$ cat config.mk
export PLATFORM = sky130hd
export DESIGN_NAME = pcie_rx_symbol_aligner
export DESIGN_NICKNAME = d
export VERILOG_FILES = /design/src/rtl/pcie_phy_pkg.sv /design/src/rtl/pcie_rx_comma_detect.sv /design/src/rtl/pcie_rx_symbol_aligner.sv
export SDC_FILE = /design/constraint.sdc
export NUM_CORES = 1
export LEC_CHECK = 0
export ABC_AREA = 1
export ABC_CLOCK_PERIOD_IN_PS = 2000
export BUFFER_PORTS_ARGS = -buffer_cell sky130_fd_sc_hd__buf_2
export CAP_MARGIN = 25
export CELL_PAD_IN_SITES_DETAIL_PLACEMENT = 0
export CELL_PAD_IN_SITES_GLOBAL_PLACEMENT = 2
export CORE_MARGIN = 2
export CORE_UTILIZATION = 34
export CTS_CLUSTER_SIZE = 20
export DETAILED_ROUTE_END_ITERATION = 8
export MAX_ROUTING_LAYER = met4
export PLACE_DENSITY_LB_ADDON = 0.1
export SETUP_SLACK_MARGIN = 0.3
export SYNTH_ARGS = -nofsm -noshare
export SYNTH_HDL_FRONTEND = slang
export SYNTH_SLANG_ARGS = --single-unit
export TNS_END_PERCENT = 10
$ cat constraint.sdc
create_clock -name clk_i -period 2 [get_ports clk_i]
set_clock_uncertainty 0.2 [all_clocks]
set_input_delay 0.1 -clock clk_i [delete_from_list [all_inputs] [get_ports clk_i]]
set_output_delay 0.1 -clock clk_i [all_outputs]
set_load 0.05 [all_outputs]
$ cat src/rtl/pcie_phy_pkg.sv
// Shared 8b/10b physical-layer definitions: K28.5 comma codes and the
// symbol aligner state encoding.
package pcie_phy_pkg;

   localparam logic [9:0] K28_5_RDN = 10'h17C;
   localparam logic [9:0] K28_5_RDP = 10'h283;

   typedef enum logic [1:0] {
      ALIGN_UNLOCKED  = 2'd0,
      ALIGN_CANDIDATE = 2'd1,
      ALIGN_LOCKED    = 2'd2
   } align_state_e;

endpackage : pcie_phy_pkg

$ cat src/rtl/pcie_rx_comma_detect.sv
// Combinational K28.5 match over a 10-bit window (oldest bit in [0]);
// reports a hit and whether the matching code was the RD+ form.
module pcie_rx_comma_detect
   import pcie_phy_pkg::*;
(
   input  logic [9:0] window_i,
   output logic       hit_o,
   output logic       rdp_o
);

   // Full 10-bit compare against both running-disparity forms
   always_comb begin
      hit_o = 1'b0;
      rdp_o = 1'b0;
      if (window_i == K28_5_RDN) begin
         hit_o = 1'b1;
         rdp_o = 1'b0;
      end else if (window_i == K28_5_RDP) begin
         hit_o = 1'b1;
         rdp_o = 1'b1;
      end else begin
         hit_o = 1'b0;
         rdp_o = 1'b0;
      end
   end

endmodule : pcie_rx_comma_detect

$ cat src/rtl/pcie_rx_symbol_aligner.sv
// Per-lane 8b/10b symbol aligner: hunts for K28.5 in the serial stream,
// acquires/holds 10-bit lock and emits aligned symbols while locked.
module pcie_rx_symbol_aligner
   import pcie_phy_pkg::*;
#(
   parameter int unsigned LOCK_COMMAS  = 2,
   parameter int unsigned ERR_THRESH   = 4,
   parameter int unsigned CAND_TIMEOUT = 64
) (
   input  logic       clk_i,
   input  logic       rst_i,
   input  logic       serial_bit_i,
   input  logic       serial_bit_valid_i,
   output logic [9:0] symbol_o,
   output logic       symbol_valid_o,
   output logic       symbol_is_comma_o,
   output logic       symbol_lock_o,
   output logic       lock_lost_o
);

   localparam int unsigned SYM_CNT_W = $clog2(CAND_TIMEOUT + 1);
   localparam logic [3:0] LOCK_LAST = 4'(LOCK_COMMAS - 1);
   localparam logic [3:0] ERR_LAST  = 4'(ERR_THRESH - 1);
   localparam logic [SYM_CNT_W-1:0] SYM_LAST = SYM_CNT_W'(CAND_TIMEOUT - 1);
   localparam logic [SYM_CNT_W-1:0] SYM_ONE  = SYM_CNT_W'(1);
   localparam logic [SYM_CNT_W-1:0] SYM_ZERO = SYM_CNT_W'(0);

   logic [9:0]           sh_r;
   logic [3:0]           bit_cnt_r;
   logic [3:0]           comma_cnt_r;
   logic [3:0]           err_cnt_r;
   logic [SYM_CNT_W-1:0] sym_cnt_r;
   align_state_e         state_r;

   logic [9:0] window_s;
   logic       hit_s;
   logic       unused_rdp_s;
   logic       boundary_s;
   logic       aligned_s;

   assign window_s   = {serial_bit_i, sh_r[9:1]};
   assign boundary_s = (bit_cnt_r == 4'd9);
   assign aligned_s  = boundary_s && hit_s;

   pcie_rx_comma_detect u_comma_detect (
      .window_i (window_s),
      .hit_o    (hit_s),
      .rdp_o    (unused_rdp_s)
   );

   // Alignment FSM, phase/comma/error counters and registered outputs
   always_ff @(posedge clk_i) begin
      if (rst_i) begin
         sh_r              <= 10'd0;
         bit_cnt_r         <= 4'd0;
         comma_cnt_r       <= 4'd0;
         err_cnt_r         <= 4'd0;
         sym_cnt_r         <= SYM_ZERO;
         state_r           <= ALIGN_UNLOCKED;
         symbol_o          <= 10'd0;
         symbol_valid_o    <= 1'b0;
         symbol_is_comma_o <= 1'b0;
         symbol_lock_o     <= 1'b0;
         lock_lost_o       <= 1'b0;
      end else begin
         symbol_valid_o <= 1'b0;
         lock_lost_o    <= 1'b0;
         if (serial_bit_valid_i) begin
            sh_r      <= window_s;
            bit_cnt_r <= boundary_s ? 4'd0 : bit_cnt_r + 4'd1;
            case (state_r)
               ALIGN_UNLOCKED: begin
                  if (hit_s) begin
                     bit_cnt_r   <= 4'd0;
                     comma_cnt_r <= 4'd1;
                     sym_cnt_r   <= SYM_ZERO;
                     err_cnt_r   <= 4'd0;
                     if (LOCK_COMMAS <= 32'd1) begin
                        state_r           <= ALIGN_LOCKED;
                        symbol_lock_o     <= 1'b1;
                        symbol_o          <= window_s;
                        symbol_valid_o    <= 1'b1;
                        symbol_is_comma_o <= 1'b1;
                     end else begin
                        state_r <= ALIGN_CANDIDATE;
                     end
                  end
               end
               ALIGN_CANDIDATE: begin
                  if (aligned_s) begin
                     sym_cnt_r <= SYM_ZERO;
                     if (comma_cnt_r >= LOCK_LAST) begin
                        state_r           <= ALIGN_LOCKED;
                        symbol_lock_o     <= 1'b1;
                        err_cnt_r         <= 4'd0;
                        symbol_o          <= window_s;
                        symbol_valid_o    <= 1'b1;
                        symbol_is_comma_o <= 1'b1;
                     end else begin
                        comma_cnt_r <= comma_cnt_r + 4'd1;
                     end
                  end else if (hit_s) begin
                     // Comma off the expected phase: restart acquisition on it
                     bit_cnt_r   <= 4'd0;
                     comma_cnt_r <= 4'd1;
                     sym_cnt_r   <= SYM_ZERO;
                  end else if (boundary_s) begin
                     if (sym_cnt_r >= SYM_LAST) begin
                        state_r <= ALIGN_UNLOCKED;
                     end else begin
                        sym_cnt_r <= sym_cnt_r + SYM_ONE;
                     end
                  end
               end
               ALIGN_LOCKED: begin
                  if (boundary_s) begin
                     symbol_o          <= window_s;
                     symbol_valid_o    <= 1'b1;
                     symbol_is_comma_o <= hit_s;
                  end
                  if (aligned_s) begin
                     err_cnt_r <= 4'd0;
                  end else if (hit_s) begin
                     if (err_cnt_r >= ERR_LAST) begin
                        state_r       <= ALIGN_UNLOCKED;
                        symbol_lock_o <= 1'b0;
                        lock_lost_o   <= 1'b1;
                        err_cnt_r     <= 4'd0;
                     end else begin
                        err_cnt_r <= err_cnt_r + 4'd1;
                     end
                  end
               end
               default: begin
                  state_r       <= ALIGN_UNLOCKED;
                  symbol_lock_o <= 1'b0;
               end
            endcase
         end
      end
   end

endmodule : pcie_rx_symbol_aligner
After elaboration in Yosys (flattened, before gate mapping)
Index checks and enable logic that the tools add are counted.

Muxes and demuxes: 50. Reductions and logical operators: 13. Shift operators: 0. Multiply operators: 0. Divide/modulo/power cells: 0. $add $sub $neg: 4. Equal/unequal tests: 20. Bitwise gates (word level): 4. $lt $le $gt $ge: 3.

Operators with widths (count): $mux W4 (12); $mux W7 (5); $mux W10 (3); $pmux W10 S2 (1); $mux W2 (9); $ne A3 B3 Y1 const B (6); $pmux W4 S2 (2); $ne A2 B2 Y1 const B (7); $pmux W7 S2 (1); $add A4 B1 Y4 const B (3); $mux W1 (12); $pmux W4 S3 (1); $eq A10 B10 Y1 const B (1); $eq A10 B9 Y1 const B (1); $reduce_and A5 Y1 (2); $reduce_and A9 Y1 (1); $ne A4 B4 Y1 const B (2); $add A7 B1 Y7 const B (1); $ge A7 B6 Y1 const B (1); $reduce_and A7 Y1 (1); $pmux W2 S3 (1); $reduce_and A6 Y1 (1); $reduce_or A5 Y1 (1); $eq A4 B4 Y1 const B (1); other kinds (13) (18).

Bits in latches: 0. Output and inout bits: 14. Memory bits (read-only): 0. Flip-flop bits (word level): 45. Memory bits (writable): 0. Bits of input ports: 4. Memories: 0.

Depth between registers and ports, before layout
Depth in word-level cells: 6. Gate-level depth with buffers: 12. Depth with buffers taken out: 12.

Cells and area by module
Synthesis repeated with hierarchy kept, for this count alone.

Cells, all modules: 328. Area total of the unflattened synthesis: 2244.7 um^2.

By module, submodules not included: pcie_rx_symbol_aligner (area an instance 2140.8 um^2, sequential area each 880.8 um^2, instances 1, cells an instance 301); pcie_rx_comma_detect (area an instance 103.8 um^2, sequential area each 0.0 um^2, instances 1, cells an instance 27).

Worst setup path before layout
No wires, ideal clock.

Kind: flip-flop to flip-flop. Start point: reg bit_cnt_r[0]. End point: reg symbol_o[4]. Arrival: 1.413 ns. Stages on the path, launching flop included: 12. Slack: 0.254 ns. Data required time: 1.668 ns. Buffers on the path: 1. Cells stage by stage: dfxtp_1 ha_1 nand2_1 nor2_4 inv_1 nand2_2 nand2_4 nor2_4 nand3_2 buf_2 nand2_1 a21oi_1.

Longest elaborated chain between the ends: 4.

RTL lines: start: declaration (RTL line pcie_rx_symbol_aligner.sv:29) `logic [3:0] bit_cnt_r;`; start signal: assignment (RTL line pcie_rx_symbol_aligner.sv:70) `bit_cnt_r <= boundary_s ? 4'd0 : bit_cnt_r + 4'd1;`; $eq A4 B4 Y1 * (RTL line pcie_rx_symbol_aligner.sv:42) `assign boundary_s = (bit_cnt_r == 4'd9);`; $logic_and A1 B1 Y1 (RTL line pcie_rx_symbol_aligner.sv:43) `assign aligned_s = boundary_s && hit_s;`; $ne A2 B2 Y1 (no line); $reduce_and A5 Y1 (no line) *; end signal: assignment (RTL line pcie_rx_symbol_aligner.sv:81) `symbol_o <= window_s;`; end signal: assignment (RTL line pcie_rx_symbol_aligner.sv:96) `symbol_o <= window_s;`; end signal: assignment (RTL line pcie_rx_symbol_aligner.sv:117) `symbol_o <= window_s;`; end: declaration (RTL line pcie_rx_symbol_aligner.sv:14) `output logic [9:0] symbol_o,`.

Mark *: on every way between the ends. The rest lies on a longest branch, timed or not. A chain may end at the register's enable or synchronous reset.

Final worst setup path
Start point: reg bit_cnt_r[1]. End point: reg symbol_lock_o.

Longest elaborated chain between the ends: 4.

RTL lines: $eq A4 B4 Y1 * (RTL line pcie_rx_symbol_aligner.sv:42); $logic_and A1 B1 Y1 * (RTL line pcie_rx_symbol_aligner.sv:43); $ne A2 B2 Y1 (no line); $reduce_and A7 Y1 (no line) *; end signal: assignment (RTL line pcie_rx_symbol_aligner.sv:63) `symbol_lock_o <= 1'b0;`; end signal: assignment (RTL line pcie_rx_symbol_aligner.sv:80) `symbol_lock_o <= 1'b1;`; end signal: assignment (RTL line pcie_rx_symbol_aligner.sv:94) `symbol_lock_o <= 1'b1;`; end: declaration (RTL line pcie_rx_symbol_aligner.sv:17) `output logic symbol_lock_o,`.

Marks and branches as above.

==> reports/results.md <==
STA
* 0 — final-report max-slew violation count
* yes — unrepaired setup endpoints after global routing
* 0 — final count of negative-setup-slack endpoints
* 0.420 ns — actual transition at the worst max-transition pin
* 1.82 ns — minimum clock period after layout
* 0.549 GHz — Fmax
* 71.8% — worst slew margin relative to its limit
* 91.1% — Tcrit/Tclk final
* 0 ns — summed negative setup slack over all endpoints
* 0 — number of failing hold endpoints at the final stage

Global routing
* 0 — Overflow after GRT
* 0 — number of antenna violations at the first check in global routing
* 1893 — via count of the first global-routing pass
* 9340 um — wire length of the first global-routing pass
* 24 — pin count of the biggest net entering global routing
* 16.7% — GRT Overall Usage

Logic synthesis
* 40.4% — fraction of post-synthesis cell area in the top cell type by area
* sky130_fd_sc_hd__dfxtp_1 (40%), sky130_fd_sc_hd__nand2_1 (9.5%), sky130_fd_sc_hd__nor2_1 (8.8%), sky130_fd_sc_hd__ha_1 (6.3%), sky130_fd_sc_hd__a21oi_1 (6.0%) — leading cell types by total area after synthesis
* sky130_fd_sc_hd__nand2_1 — most numerous cell in the Yosys netlist
* sky130_fd_sc_hd__dfxtp_1 — most common flop cell mapped by yosys
* 0% — FFs w/ async S/R, synth
* 40.4% — register area share after synthesis
* sky130_fd_sc_hd__dfxtp_1 — post-synth top area cell
* 312 — net count after synthesis
* 0 — Synthesis Warnings
* 32 — count of distinct cell types in the synthesized netlist
* 7.34 sq um — Syn Area/Cell
* sky130_fd_sc_hd__nand2_1 (55), sky130_fd_sc_hd__nor2_1 (51), sky130_fd_sc_hd__dfxtp_1 (44) — Synth top cells by count
* 297 — number of standard cells after synthesis
* 44 — total of flip-flops plus latches after synthesis
* 2180 sq um — Cell Area, Synth
* 0 — number of enable flip-flop cells after synthesis

Setup path
* 5 — biggest fanout along the worst timing path
* flip-flop — Critical Path Source Type
* 0.18 ns — r2r setup slk
* 1.81 ns — Crit path arrival time
* bit_cnt_r[1]$_SDFFE_PP0P_ — critical register-to-register path startpoint
* 1.98 ns — Critical Path RT
* symbol_lock_o$_SDFFE_PP0P_ — endpoint of the worst register-to-register path
* 10 — worst reg2reg path depth
* flip-flop — Worst setup EP type
* reg -> reg — Setup CP Type

CTS
* 44 — clock sink total
* 5 — total CTS buffers
* 0.08 ns — clock-pin slew on the worst setup and hold paths
* yes — clock tree from TritonCTS
* 2 — H-tree Lvls
* sky130_fd_sc_hd__clkbuf_8 — root buffer cell
* 0.29 ns — clock latency on the worst-skew pair
* 2 — number of buffers on the longest clock path

Floorplan
* 34.7% — effective utilization at floorplan
* 6280 sq um — area of the placeable core
* 84.1 um — die boundary width
* 29 — number of standard-cell rows in the floorplan
* 7070 sq um — floorplan die area
* 84.1 um — overall die height
* 18 — # IOs

Drt
* 5430 um — detailed-route wire length
* 4.83 — average via count per standard cell
* 0 — final routed DRC violation total
* 65 — first-iteration detailed-routing DRC count
* 0 — antenna-violating nets left
* 13.0 um — drt wl/cell
* 4 — number of search-and-repair iterations in the first detailed-routing pass
* 2019 — count of vias placed by the detailed router

Cells and area
* 0 — count of inserted antenna diode cells
* 29.0% — share of cells above drive strength 1
* 418 — final standard cell count with taps included and fillers excluded
* 355 — number of nets in the finished design
* 28.1% — area overhead of the layout relative to synthesis
* 44.5% — Final Core Density
* 664 — number of filler cells placed in the layout

Job
* 0 — count of maximum capacitance violations

Min path
* err_cnt_r[2]$_SDFFE_PP0P_ — origin of the worst min-delay path
* err_cnt_r[2]$_SDFFE_PP0P_ — endpoint of the worst hold-timing path
* reg -> reg — Hold WC Path Type
* 2 — number of instances on the worst hold path

Place
* 396 — instance count after placement with tap cells included
* 17 — number of buffers added on ports
* 0.838 — RD Place Congestion
* 3740 um — placed wire-length estimate after detailed placement

Run status
* finished, final reports clean — result of the run

Power and ir drop
* 1.16 nW — leakage power
* 607 nW/um^2 — total power divided by cell area
* 0.00170 W — overall power consumption
* 239 uV — largest vdd supply drop

## where the power goes
part | internal (W) | switching (W) | leakage [nW]
Sequential | 0.000891 | 0.0000169 | 0.362
Clock | 0.000371 | 0.000305 | 0.0552
Combinational | 0.0000455 | 0.0000658 | 0.739
## cell families after synthesis
kind of cell | count (synthesis) | share of synthesized area [%]
compound gates | 47 | 11.5
fa+ha+maj | 11 | 6.31
buf+inv | 36 | 6.94
xor+xnor | 3 | 1.21
simple gates | 156 | 33.7
flops | 44 | 40.4
## per-layer routing
metal | GRT usage [%] | vias up | routed length [um]
met5 | - | - | 0
met4 | 4.40 | 0 | 65
met3 | 3.36 | 6 | 184
met2 | 26.8 | 34 | 2510
met1 | 21.5 | 917 | 2670
li1 | - | 1062 | -
## layout make-up
| class | count | area [sq um] | share of cell area, % |
|---|---|---|---|
| clock buffer | 6 | 72.6 | 2.60 |
| clock inverter | 2 | 35.0 | 1.25 |
| inverter | 25 | 93.8 | 3.36 |
| multi-input combinational | 218 | 1270 | 45.6 |
| sequential | 44 | 898 | 32.2 |
| tap | 77 | 96.3 | 3.45 |
| timing repair buffer | 46 | 324 | 11.6 |
## sequential cells by signal (all words and copies together), names as in the netlist
register / cells
state_r: 2
lock_lost_o: 1
symbol_o: 10
comma_cnt_r: 4
bit_cnt_r: 4
sym_cnt_r: 7
sh_r: 9
err_cnt_r: 4
symbol_is_comma_o: 1
symbol_lock_o: 1
symbol_valid_o: 1
## worst max-delay path by stage
stage	start	end	slack [ns]	depth (start not counted)
5_1_grt	bit_cnt_r[1]$_SDFFE_PP0P_	symbol_lock_o$_SDFFE_PP0P_	0.08	10
4_1_cts	sh_r[5]$_SDFFE_PP0P_	err_cnt_r[0]$_SDFFE_PP0P_	0.20	10
2_1_floorplan	bit_cnt_r[1]$_SDFFE_PP0P_	symbol_o[4]$_SDFFE_PP0P_	0.29	12
3_5_place_dp	bit_cnt_r[1]$_SDFFE_PP0P_	err_cnt_r[0]$_SDFFE_PP0P_	0.1	11
6_report	bit_cnt_r[1]$_SDFFE_PP0P_	symbol_lock_o$_SDFFE_PP0P_	0.18	10
3_3_place_gp	bit_cnt_r[1]$_SDFFE_PP0P_	err_cnt_r[0]$_SDFFE_PP0P_	0.07	11
## worst max-delay path, cell delays in order, from the launching register on
cell and delay (ns):
sky130_fd_sc_hd__dfxtp_2 0.34, sky130_fd_sc_hd__inv_2 0.06, sky130_fd_sc_hd__ha_4 0.12, sky130_fd_sc_hd__nand2_2 0.06
sky130_fd_sc_hd__nor2_4 0.20, sky130_fd_sc_hd__inv_2 0.08, sky130_fd_sc_hd__nand2_4 0.09, sky130_fd_sc_hd__nand4_1 0.18
sky130_fd_sc_hd__buf_4 0.20, sky130_fd_sc_hd__nor3_1 0.13, sky130_fd_sc_hd__nor2_1 0.06
## stage by stage
stage          hold slack [ns]  cell area (sq um)  setup slack (ns)
2_1_floorplan          -0.0290               2190             0.287
3_3_place_gp             0.172               2430            0.0658
3_5_place_dp             0.175               2430            0.0978
4_1_cts                  0.236               2710             0.200
5_1_grt                  0.272               2790            0.0813
6_report                 0.241               2790             0.179
## cell usage in the layout (no fill, tap or decap), types with 6 or more instances in the layout
cell type	synthesis	layout
sky130_fd_sc_hd__a21oi_1	26	26
sky130_fd_sc_hd__buf_2	4	17
sky130_fd_sc_hd__buf_4	0	22
sky130_fd_sc_hd__dfxtp_1	44	32
sky130_fd_sc_hd__dfxtp_2	0	11
sky130_fd_sc_hd__ha_1	11	6
sky130_fd_sc_hd__inv_1	24	19
sky130_fd_sc_hd__inv_2	1	6
sky130_fd_sc_hd__nand2_1	55	52
sky130_fd_sc_hd__nand3_1	11	7
sky130_fd_sc_hd__nand4_1	14	14
sky130_fd_sc_hd__nor2_1	51	49
sky130_fd_sc_hd__nor3_1	8	7
sky130_fd_sc_hd__o21ai_0	14	12
## repair_timing
action | in CTS | in global routing
gates cloned | 1 | 1
endpoints found under the setup margin | 31 | 32
hold buffers | 4 | 0
setup buffers | 5 | 3
pin swaps | 7 | 11
hold endpoints to repair | 10 | 0
gates resized for setup | 32 | 14
No activity file was read; power rests on OpenSTA's default activity.
